[config.mk]
export PLATFORM = sky130hd
export DESIGN_NAME = multicycle_control
export DESIGN_NICKNAME = d
export VERILOG_FILES = /design/src/rtl/multicycle_control.sv
export SDC_FILE = /design/constraint.sdc
export NUM_CORES = 1
export LEC_CHECK = 0
export BUFFER_PORTS_ARGS = -buffer_cell sky130_fd_sc_hd__buf_2
export CAP_MARGIN = 25
export CORE_UTILIZATION = 42
export DETAILED_ROUTE_END_ITERATION = 12
export MAX_ROUTING_LAYER = met4
export PLACE_DENSITY = 0.76
export SYNTH_ARGS = -nofsm -noshare
export SYNTH_HDL_FRONTEND = slang
export SYNTH_SLANG_ARGS = --single-unit
[constraint.sdc]
create_clock -name clk -period 1.75 [get_ports clk]
set_clock_uncertainty 0.05 [all_clocks]
set_input_delay 0 -clock clk [delete_from_list [all_inputs] [get_ports clk]]
set_output_delay 0 -clock clk [all_outputs]
set_load 0.02 [all_outputs]
[src/rtl/multicycle_control.sv]
// Multi-cycle RV32I control FSM: sequences fetch/decode/execute/memory/writeback over one memory port.
// Define CTRL_ILLEGAL_TRAP_EN to trap on illegal instructions; otherwise they retire as NOPs.
module multicycle_control #(
    parameter int MAX_WAIT = 15,
    parameter int WAIT_W   = 8
) (
    input  logic        clk,
    input  logic        rst,
    input  logic [31:0] instr,
    input  logic        mem_ready,
    input  logic        alu_zero,
    input  logic        alu_lt,
    output logic        mem_req,
    output logic        MemRead,
    output logic        MemWrite,
    output logic        IorD,
    output logic        IRWrite,
    output logic        PCWrite,
    output logic [1:0]  PCSrc,
    output logic        RegWrite,
    output logic [1:0]  WBSel,
    output logic        ALUsrcB,
    output logic [3:0]  ALUCnt,
    output logic        trap,
    output logic [1:0]  trap_cause,
    output logic [2:0]  state
);
    typedef enum logic [2:0] {
        S_IDLE = 3'd0, S_FETCH = 3'd1, S_DECODE = 3'd2, S_EXEC = 3'd3,
        S_MEM = 3'd4, S_WB = 3'd5, S_TRAP = 3'd6
    } state_t;

    localparam logic [WAIT_W-1:0] MAX_W = WAIT_W'(MAX_WAIT);
    localparam logic [6:0] F7_ALT = 7'b0100000;

    state_t            state_q, state_d;
    logic [WAIT_W-1:0] wait_q, wait_d, wait_inc;
    logic [1:0]        cause_q, cause_d;

    logic [6:0] opcode, funct7;
    logic [2:0] funct3;
    logic is_r, is_i, is_load, is_store, is_lui, is_br, is_jal, is_jalr;
    logic arith_ok, legal, br_taken, miss;
    logic [3:0] arith_cnt, br_cnt;
    logic unused_instr_bits;

    assign opcode   = instr[6:0];
    assign funct3   = instr[14:12];
    assign funct7   = instr[31:25];
    assign is_r     = (opcode == 7'b0110011);
    assign is_i     = (opcode == 7'b0010011);
    assign is_load  = (opcode == 7'b0000011);
    assign is_store = (opcode == 7'b0100011);
    assign is_lui   = (opcode == 7'b0110111);
    assign is_br    = (opcode == 7'b1100011);
    assign is_jal   = (opcode == 7'b1101111);
    assign is_jalr  = (opcode == 7'b1100111);
    assign unused_instr_bits = ^{instr[24:15], instr[11:7]};
    assign wait_inc = wait_q + 1'b1;

    // Shared R / I-ALU decode; funct7 only qualifies immediates for the shift forms.
    always_comb begin
        arith_cnt = 4'b0010;
        arith_ok  = 1'b0;
        case (funct3)
            3'b000: begin
                arith_cnt = (is_r && funct7 == F7_ALT) ? 4'b0110 : 4'b0010;
                arith_ok  = is_i || funct7 == 7'd0 || funct7 == F7_ALT;
            end
            3'b001: begin arith_cnt = 4'b1101; arith_ok = (funct7 == 7'd0); end
            3'b100: begin arith_cnt = 4'b1100; arith_ok = is_i || funct7 == 7'd0; end
            3'b101: begin
                arith_cnt = (funct7 == F7_ALT) ? 4'b1000 : 4'b1110;
                arith_ok  = funct7 == 7'd0 || funct7 == F7_ALT;
            end
            3'b110: begin arith_cnt = 4'b0001; arith_ok = is_i || funct7 == 7'd0; end
            3'b111: begin arith_cnt = 4'b0000; arith_ok = is_i || funct7 == 7'd0; end
            default: begin arith_cnt = 4'b0010; arith_ok = 1'b0; end
        endcase
    end

    assign legal = ((is_r || is_i) && arith_ok) || is_load || is_store || is_lui
                   || is_br || is_jal || is_jalr;
    assign br_cnt = funct3[2] ? 4'b0111 : 4'b0110;

    always_comb begin
        case (funct3)
            3'b000:  br_taken = alu_zero;
            3'b001:  br_taken = !alu_zero;
            3'b100:  br_taken = alu_lt;
            3'b101:  br_taken = !alu_lt;
            default: br_taken = 1'b0;
        endcase
    end

    always_comb begin
        mem_req = 1'b0; MemRead = 1'b0; MemWrite = 1'b0; IorD = 1'b0;
        IRWrite = 1'b0; PCWrite = 1'b0; PCSrc = 2'b00; RegWrite = 1'b0;
        WBSel = 2'b00; ALUsrcB = 1'b0; ALUCnt = 4'b0000; trap = 1'b0;
        state_d = state_q;
        wait_d  = wait_q;
        cause_d = cause_q;
        miss    = 1'b0;
        case (state_q)
            S_IDLE: state_d = S_FETCH;
            S_FETCH: begin
                mem_req = 1'b1;
                MemRead = 1'b1;
                if (mem_ready) begin
                    IRWrite = 1'b1;
                    PCWrite = 1'b1;
                    state_d = S_DECODE;
                end else begin
                    miss = 1'b1;
                    if (wait_inc == MAX_W) begin
                        state_d = S_TRAP;
                        cause_d = 2'b10;
                    end
                end
            end
            S_DECODE: begin
                if (legal) begin
                    state_d = S_EXEC;
                end else begin
`ifdef CTRL_ILLEGAL_TRAP_EN
                    state_d = S_TRAP;
                    cause_d = 2'b01;
`else
                    state_d = S_FETCH;
`endif
                end
            end
            S_EXEC: begin
                state_d = S_WB;
                if (is_r) begin
                    ALUCnt = arith_cnt;
                end else if (is_i) begin
                    ALUsrcB = 1'b1;
                    ALUCnt  = arith_cnt;
                end else if (is_load || is_store) begin
                    ALUsrcB = 1'b1;
                    ALUCnt  = 4'b0010;
                    state_d = S_MEM;
                end else if (is_br) begin
                    ALUCnt  = br_cnt;
                    state_d = S_FETCH;
                    if (br_taken) begin
                        PCWrite = 1'b1;
                        PCSrc   = 2'b01;
                    end
                end else if (is_jal) begin
                    RegWrite = 1'b1; WBSel = 2'b10; PCWrite = 1'b1; PCSrc = 2'b01;
                    state_d  = S_FETCH;
                end else if (is_jalr) begin
                    RegWrite = 1'b1; WBSel = 2'b10; PCWrite = 1'b1; PCSrc = 2'b10;
                    ALUCnt   = 4'b0010;
                    state_d  = S_FETCH;
                end
            end
            S_MEM: begin
                mem_req  = 1'b1;
                IorD     = 1'b1;
                MemRead  = is_load;
                MemWrite = is_store;
                if (mem_ready) begin
                    state_d = is_load ? S_WB : S_FETCH;
                end else begin
                    miss = 1'b1;
                    if (wait_inc == MAX_W) begin
                        state_d = S_TRAP;
                        cause_d = 2'b10;
                    end
                end
            end
            S_WB: begin
                RegWrite = 1'b1;
                WBSel    = is_load ? 2'b01 : (is_lui ? 2'b11 : 2'b00);
                state_d  = S_FETCH;
            end
            S_TRAP: begin
                trap    = 1'b1;
                PCWrite = 1'b1;
                PCSrc   = 2'b11;
                state_d = S_FETCH;
            end
            default: state_d = S_IDLE;
        endcase
        if (miss) wait_d = wait_inc;
        // Any state change restarts the count, so each FETCH/MEM entry begins at zero.
        if (state_d != state_q) wait_d = '0;
    end

    always_ff @(posedge clk) begin
        if (rst) begin
            state_q <= S_IDLE;
            wait_q  <= '0;
            cause_q <= 2'b00;
        end else begin
            state_q <= state_d;
            wait_q  <= wait_d;
            cause_q <= cause_d;
        end
    end

    assign state      = state_q;
    assign trap_cause = cause_q;
endmodule

==> summary.txt <==
die area = 0.00325 mm^2
number of global-route vias before repair = 1,353
Die Ht = 57.0 um
CTS tree = yes
reg2reg end = wait_q[1]
Post-synth EDFFs = 0
diodes inserted = 0
sequential element share of the synthesized area = 18.9%
Final Max Tran Viols = 0
Final Hold Vio Count = 0
WP data arrival = 1.88 ns
CP Capture Type = flip-flop
RSZ-0062 raised after global routing = true
drt first pass iters = 8
FMAX = 0.563 GHz
largest net degree at the start of global routing = 13
Synth Register Bits = 12
Hold Path Class = input pin to flip-flop
Worst Hold Path EP = state[2]
post-synthesis instance total = 171
Placer Congestion = 0.899
nets@finish = 275
final wirelength = 3.97 mm
mean post-synth cell area = 7.43 um^2
Initial DRC Count = 81
Area Growth Syn to Fin = 43.5%
Peak VDD IR = 0.602 mV
drt via density = 5.83
Critical Path RT = 1.85 ns
worst reg-to-reg path cell count = 7
HPWL Detailed = 2.83 mm
R2R Setup Slk = -0.03 ns
TritonCTS Buffers = 3
via count = 1,552
max cap viols = 0
maximum clock path buffer count = 2
Pwr Total = 749 uW
run status = finished with violations
clk sink count = 12
number of library cell types mapped by synthesis = 57
ANT nets after route = 0
Rows = 19
failing checks = design-rule violations, negative setup slack
cell area after synthesis = 0.00127 mm^2
gr usage total = 24.6%
first-pass GRT wire length = 6.07 mm
Skew-Pair Late Insertion Delay = 0.29 ns
Clock Tree Root = clkbuf_4
Worst slew margin = 54.1%
Final Core Density = 65.0%
Tcrit/Tclk final = 101%
Setup TNS Final = -0.110 ns
Worst Hold Depth = 4
core area = 0.00281 mm^2
worst-margin pin slew = 0.688 ns
endpoints failing setup = 5
Crit Path Max Fanout = 4
ys async rst share = 0%
Syn. warnings = 0
drt drc = 8
Initial Util = 45.3%
final setup margin = -0.0258 ns
PwrDens = 411 mW/mm^2
Post-Syn Nets = 210
Hold Startpoint = mem_ready
WL/cell = 14.9 um
Startpoint Class = flip-flop
worst r2r src = wait_q[7]
Main synth FF type = dfxtp_1
antenna violations before repair = 0
minimum clock period = 1.78 ns
Chip Width = 57.0 um
global route total overflow = 0
I/O Buffers = 42
num ports = 59
Worst-path clk slew = 0.08 ns
leakage = 0.000773 uW
H-tree Lvls = 1
critical path type = flip-flop to flip-flop
layout cells sized above 1 = 43.4%
-- through the flow --
stage	worst slack, ns	cell area [um^2]	hold WS (ns)	cells
after CTS	0.00415	1760	0.129	266
after floorplan	0.00633	1270	0.0191	171
after global routing	-0.0885	1820	0.192	266
after detailed placement	-0.138	1660	0.196	260
after global placement	-0.0202	1660	0.192	260
final	-0.0258	1820	0.134	266
-- sequential cells by signal, indices dropped and copies added (netlist names) --
register / count
wait_q: 8
trap_cause: 1
state: 3
-- worst max-delay path: stages, from the launching register on --
cell and delay [ns]:
dfxtp_1 0.32, or3_4 0.42, nor3_4 0.25, buf_6 0.14, nor3_2 0.04, nor3_1 0.19
buf_4 0.17, nor4_2 0.05
-- cells in the final DEF, fill, tap and decap left out, drive strengths merged, types with 3 or more instances in the layout --
cell / n
o41ai: 3
buf: 67
and3: 3
nand3b: 3
nor4: 8
nand4: 3
dfxtp: 12
nand3: 6
nor2b: 7
clkbuf: 4
o21ai: 8
a211oi: 3
xor2: 7
nor3: 11
nor2: 16
nand2: 15
a21oi: 9
inv: 7
xnor2: 3
-- how the worst max path moves through the flow --
stage              start   endpoint  slack (ns)
2_1_floorplan  wait_q[0]  wait_q[0]       0.006
6_report       wait_q[7]  wait_q[1]       -0.03
4_1_cts        wait_q[1]  wait_q[2]       0.004
3_5_place_dp   wait_q[0]  wait_q[1]       -0.14
3_3_place_gp   wait_q[1]  wait_q[3]       -0.02
5_1_grt        wait_q[7]  wait_q[3]       -0.09
-- routing by layer --
metal / vias up / share of wire, % / track usage (%)
li1: 774 / - / -
met1: 712 / 42 / 30.2
met2: 61 / 50 / 40.7
met3: 5 / 6.3 / 2.95
met4: 0 / 1.4 / 10.8
met5: - / 0 / -
-- final cells by class --
type	instances	area (um^2)
clock buffer	4	36.3
fill	233	982
inverter	7	26.3
multi-input combinational	144	1050
sequential	12	251
tap	31	38.8
timing repair buffer	68	415
-- Yosys cell counts, drive strengths merged (2+ instances only) --
cell / count / share of area (%)
o21ai: 8 / 3.2
xnor2: 3 / 2.1
nand4bb: 2 / 1.8
a211oi: 3 / 2.8
o22ai: 2 / 1.5
ha: 2 / 2.0
nand4: 3 / 1.5
a21oi: 9 / 3.5
dfxtp: 12 / 19
o21a: 2 / 1.2
o41ai: 3 / 2.1
nor3: 11 / 5.5
nand2b: 2 / 0.99
nand2: 15 / 4.4
o31a: 2 / 1.4
buf: 6 / 2.8
nor4: 8 / 3.9
o32a: 2 / 1.6
nand3: 6 / 2.4
clkbuf: 2 / 0.59
or3: 2 / 1.4
nand3b: 3 / 2.1
nor2b: 7 / 4.0
nor2: 16 / 4.7
inv: 7 / 2.1
xor2: 7 / 4.8
and3: 3 / 1.5
-- kinds of logic after synthesis --
family / Yosys count / share of synthesized area, %
AND/OR/NAND/NOR: 87 / 40.3
AO/OA/AOI/OAI: 42 / 24.5
buffers and inverters: 15 / 5.42
flip-flops: 12 / 18.9
XOR/XNOR: 10 / 6.90
adder cells (fa/ha/maj): 2 / 1.97
multiplexers: 2 / 1.67
other: 1 / 0.295
-- timing repair --
action,CTS,global route
cloned,0,0
setup endpoints to repair,10,12
hold buffers,1,0
buffers inserted,1,0
resized for setup,11,12
endpoints found under the hold margin,4,0
pin swaps,1,1
-- power by group --
group          internal [uW]  switching (uW)
Clock                    127             106
Combinational           97.2             132
Sequential               275            11.2
Power figures use the tool's default switching activity.
